==> config.mk <==
export PLATFORM = sky130hd
export DESIGN_NAME = gf2_poly_div_4bit
export DESIGN_NICKNAME = d
export VERILOG_FILES = /design/src/rtl/gf2_poly_div_4bit.sv
export SDC_FILE = /design/constraint.sdc
export NUM_CORES = 1
export LEC_CHECK = 0
export ABC_AREA = 1
export CAP_MARGIN = 5
export CORE_MARGIN = 5
export CORE_UTILIZATION = 30
export DETAILED_ROUTE_END_ITERATION = 8
export GPL_ROUTABILITY_DRIVEN = 0
export MAX_ROUTING_LAYER = met4
export PLACE_DENSITY = 0.59
export SLEW_MARGIN = 20
export SYNTH_ARGS = -nofsm -noshare
export SYNTH_HDL_FRONTEND = slang
export SYNTH_SLANG_ARGS = --single-unit
export TNS_END_PERCENT = 50
==> constraint.sdc <==
create_clock -name clk -period 2.2 [get_ports clk]
set_clock_uncertainty 0.1 [all_clocks]
set_input_delay 0.55 -clock clk [delete_from_list [all_inputs] [get_ports clk]]
set_output_delay 0.55 -clock clk [all_outputs]
set_load 0.05 [all_outputs]
==> src/rtl/gf2_poly_div_4bit.sv <==
// Carry-less GF(2) polynomial long divider, one quotient bit per clock.
// Recovers multiplier operands: dividend = quotient * divisor ^ remainder.
module gf2_poly_div_4bit #(
    parameter int N = 4
) (
    input  logic           clk,
    input  logic           rst,
    input  logic           start,
    input  logic [2*N-2:0] dividend,
    input  logic [N-1:0]   divisor,
    output logic [N-1:0]   quotient,
    output logic [N-2:0]   remainder,
    output logic           busy,
    output logic           done,
    output logic           err
);

    localparam int DW = 2 * N - 1;
    localparam int KW = (N > 1) ? $clog2(N) : 1;
    localparam logic [DW-1:0] LEAD0 = DW'(1) << (N - 1);
    localparam logic [KW-1:0] KTOP = KW'(N - 1);

    typedef enum logic [0:0] {
        IDLE,
        CALC
    } state_t;

    state_t        state_q, state_n;
    logic [DW-1:0] r_q, r_n;
    logic [N-1:0]  d_q, d_n;
    logic [N-1:0]  q_q, q_n;
    logic [KW-1:0] k_q, k_n;
    logic [N-1:0]  quot_n;
    logic [N-2:0]  rem_n;
    logic          done_n;
    logic          err_n;

    // Divisor aligned to the current step and the dividend bit it cancels.
    logic [DW-1:0] d_shift;
    logic [DW-1:0] lead_mask;
    logic          lead;

    assign d_shift   = DW'(d_q) << k_q;
    assign lead_mask = LEAD0 << k_q;
    assign lead      = |(r_q & lead_mask);
    assign busy      = (state_q == CALC);

    // State and result registers; results only move on completion.
    always_ff @(posedge clk) begin
        if (rst) begin
            state_q   <= IDLE;
            r_q       <= '0;
            d_q       <= '0;
            q_q       <= '0;
            k_q       <= '0;
            quotient  <= '0;
            remainder <= '0;
            done      <= 1'b0;
            err       <= 1'b0;
        end else begin
            state_q   <= state_n;
            r_q       <= r_n;
            d_q       <= d_n;
            q_q       <= q_n;
            k_q       <= k_n;
            quotient  <= quot_n;
            remainder <= rem_n;
            done      <= done_n;
            err       <= err_n;
        end
    end

    // Next-state: accept or reject a request, then one XOR step per cycle.
    always_comb begin
        state_n = state_q;
        r_n     = r_q;
        d_n     = d_q;
        q_n     = q_q;
        k_n     = k_q;
        quot_n  = quotient;
        rem_n   = remainder;
        done_n  = 1'b0;
        err_n   = 1'b0;
        unique case (state_q)
            IDLE: begin
                if (start) begin
                    if (divisor[N-1]) begin
                        r_n     = dividend;
                        d_n     = divisor;
                        q_n     = '0;
                        k_n     = KTOP;
                        state_n = CALC;
                    end else begin
                        err_n = 1'b1;
                    end
                end
            end
            CALC: begin
                if (lead) begin
                    r_n      = r_q ^ d_shift;
                    q_n[k_q] = 1'b1;
                end else begin
                    q_n[k_q] = 1'b0;
                end
                if (k_q == '0) begin
                    state_n = IDLE;
                    quot_n  = q_n;
                    rem_n   = r_n[N-2:0];
                    done_n  = 1'b1;
                end else begin
                    k_n = k_q - 1'b1;
                end
            end
            default: state_n = IDLE;
        endcase
    end

endmodule

==> results.md <==
* Worst-path clk slew at around 0.10 ns
* Setup TNS at 0 ns
* CP max stage cell: clkdlybuf4s50_1
* Final hold violation count at 0
* Design Area, Final at 1700 µm²
* CTS Hold Bufs at 0
* Io pins at 24
* Residual DRC at 0
* CTS tree: yes
* Reg2reg setup slack at 0.46 ns
* Die Span Y at 76.7 µm
* CP bufs+invs at 1
* Delay-heaviest family, CP: buffers and inverters
* Pre-antenna DRT Iters at 4
* Max Cap Viol at 0
* Unrepaired setup endpoints after global routing: false
* Core box area at 4320 µm²
* Power per Cell Area at 645 nW/µm²
* Slew Limit Fails at 0
* Mapped Area at 1340 µm²
* Worst setup SP type: flop
* Row cnt at 24
* Area growth syn-to-layout at 27.6%
* Final nets at 241
* Slew @ Worst Pin at approximately 0.50 ns
* Worst slew margin at approximately two thirds
* Total Routed Length at around 3200 µm
* Critical-path cell list: clkdlybuf4s50_1
* Clock Sink Count at 26
* Post-Syn Nets at roughly 210
* Largest net degree at the start of global routing at 15
* Worst R2R Start: k_q[1]
* R2R depth at 11
* Worst hold start: q_q[3]
* Max IR drop VDD at between 200 and 250 µV
* Ys flop type: dfxtp_1
* Max H-tree Level at 1
* Cts repair resizes at 0
* Layout cells sized above 1 at between 10 and 15%
* Hold Path Depth at 2
* Vias at 1272
* DPL Wire Length at between 2000 and 2500 µm
* Vias in the first global route at roughly 1300
* Routed wire per std cell at about 12 µm
* Synth Instances at slightly below 200
* Slowest stage delay, CP at just over 0.8 ns
* Via density at ~4.6
* Die footprint at 5880 µm²
* Number of CTS-inserted buffers at 3
* Hold EP: q_q[3]
* Synth async-reset ratio at 0%
* Most common library cell in the layout ignoring fill and taps: nand2_1
* Yosys warning total at 0
* Syn avg cell area at about 6.9 µm²
* WP data arrival at approximately 1.4 ns
* Leakage at approximately 0.74 nW
* Chip width at ~77 µm
* Tmin final at 2.09 ns
* Maximum clock path buffer count at 2
* Post-CTS setup buffer count at 0
* Most frequent cells in the layout: nand2_1, dfxtp_1, clkdlybuf4s50_1
* CP max FO at 2
* Worst Setup Path Type: reg -> out
* Fillers at roughly 480
* GRT Overall Usage at between 10% and 20%
* Outcome: finished clean
* First-pass GRT wire length at between 5000 and 6000 µm
* Initial antenna violation count at 0
* Starting Density at between 30% and 40%
* Layout Utilization at between 30% and 40%
* Post-synth EDFFs at 0
* Antenna Nets Post-Route at 0
* Final Setup Violations at 0
* Post-DP Area at 1650 µm²
* Netlist cell types at 24
* Endpoint class of the critical path: output pin
* Port bufs at 23
* ANT cells at 0
* FMAX at 479 MHz
* Hold Path Class: reg -> reg
* Drt initial violations at 75
* Hold_ws at around 0.37 ns
* Sequential share of the synthesized area at between 30 and 40%
* GRT overflow at 0
* Synthesized flop and latch total at 26
* Worst path required time at between 1.5 and 2 ns
* Worst r2r dst: r_q[2]
* Tcrit/Tclk final at 95.0%
* Root Buffer: clkbuf_8
* Later-pin clock latency in the skew report at approximately 0.28 ns
-- where the power goes --
group / total (W) / internal (W) / switching [W]
combinational: 0.000256 / 0.0000985 / 0.000158
sequential: 0.000520 / 0.000498 / 0.0000215
clock: 0.000324 / 0.000161 / 0.000163
total: 0.00110 / 0.000757 / 0.000343
-- cell usage after synthesis, types with 3 or more instances --
| master | number | area share [%] |
|---|---|---|
| nand2_2 | 5 | 2.3 |
| inv_1 | 19 | 5.3 |
| nand3_1 | 19 | 7.1 |
| nor2_1 | 19 | 5.3 |
| a21oi_1 | 8 | 3.0 |
| inv_2 | 3 | 0.84 |
| a21oi_2 | 3 | 2.0 |
| o21ai_1 | 4 | 1.5 |
| nor2_2 | 3 | 1.4 |
| dfxtp_1 | 26 | 39 |
| nand2_1 | 53 | 15 |
| o21ai_0 | 12 | 4.5 |
| ha_1 | 4 | 3.7 |
-- final cells by class --
cell class              count  area, µm²  area share (%)
repair buffers             29        273            16.0
flip-flops and latches     26        520            30.5
multi-input cells         141        708            41.6
clock buffers               4       55.1            3.23
well taps                  52       65.1            3.82
inverters                  22       82.6            4.85
-- layer usage --
metal / part of all wire [%] / GRT usage, % / vias up
met5: 0 / - / -
met4: 1.4 / 4.02 / 0
met3: 2.4 / 1.99 / 5
met2: 44 / 17.7 / 15
met1: 53 / 16.1 / 583
li1: - / - / 669
-- flip-flops by register name, summed over array words and instances, names as in the netlist --
signal     count
r_q            7
d_q            4
quotient       4
q_q            3
remainder      3
k_q            2
busy           1
done           1
err            1
-- through the flow --
stage,total power [W],cells,setup WS [ns]
floorplan,0.000696,193,0.552
global placement,0.000786,270,0.332
detailed placement,0.000787,270,0.301
CTS,0.00111,274,0.108
global route,0.00116,274,0.0769
finish,0.00110,274,0.110
-- worst max-delay path by stage --
stage,start,to,slack [ns],depth (start not counted)
floorplan,k_q[0],remainder[2],0.55,10
global placement,start,r_q[3],0.33,8
detailed placement,start,r_q[4],0.30,9
CTS,quotient[3],quotient[3],0.11,1
global route,quotient[3],quotient[3],0.08,1
finish,quotient[1],quotient[1],0.11,1
-- worst reg2reg max path, stage by stage, from the launching register on --
cell     delay, ns
dfxtp_1       0.44
inv_2         0.12
ha_1          0.24
nand2_1       0.09
nand2_2       0.08
nor2_8        0.16
inv_2         0.08
nand2_1       0.07
nand2_1       0.04
nand2_1       0.09
nand2_1       0.07
a21oi_2       0.11
-- cell families (layout without fill, tap and decap cells) --
family / count (synthesis) / count (layout) / synth area share [%]
compound gates: 31 / 31 / 13.2
xor+xnor: 1 / 1 / 0.656
fa+ha+maj: 4 / 4 / 3.75
buf+inv: 26 / 55 / 7.97
flops: 26 / 26 / 39.0
simple gates: 105 / 105 / 35.4
Power figures use the tool's default switching activity.
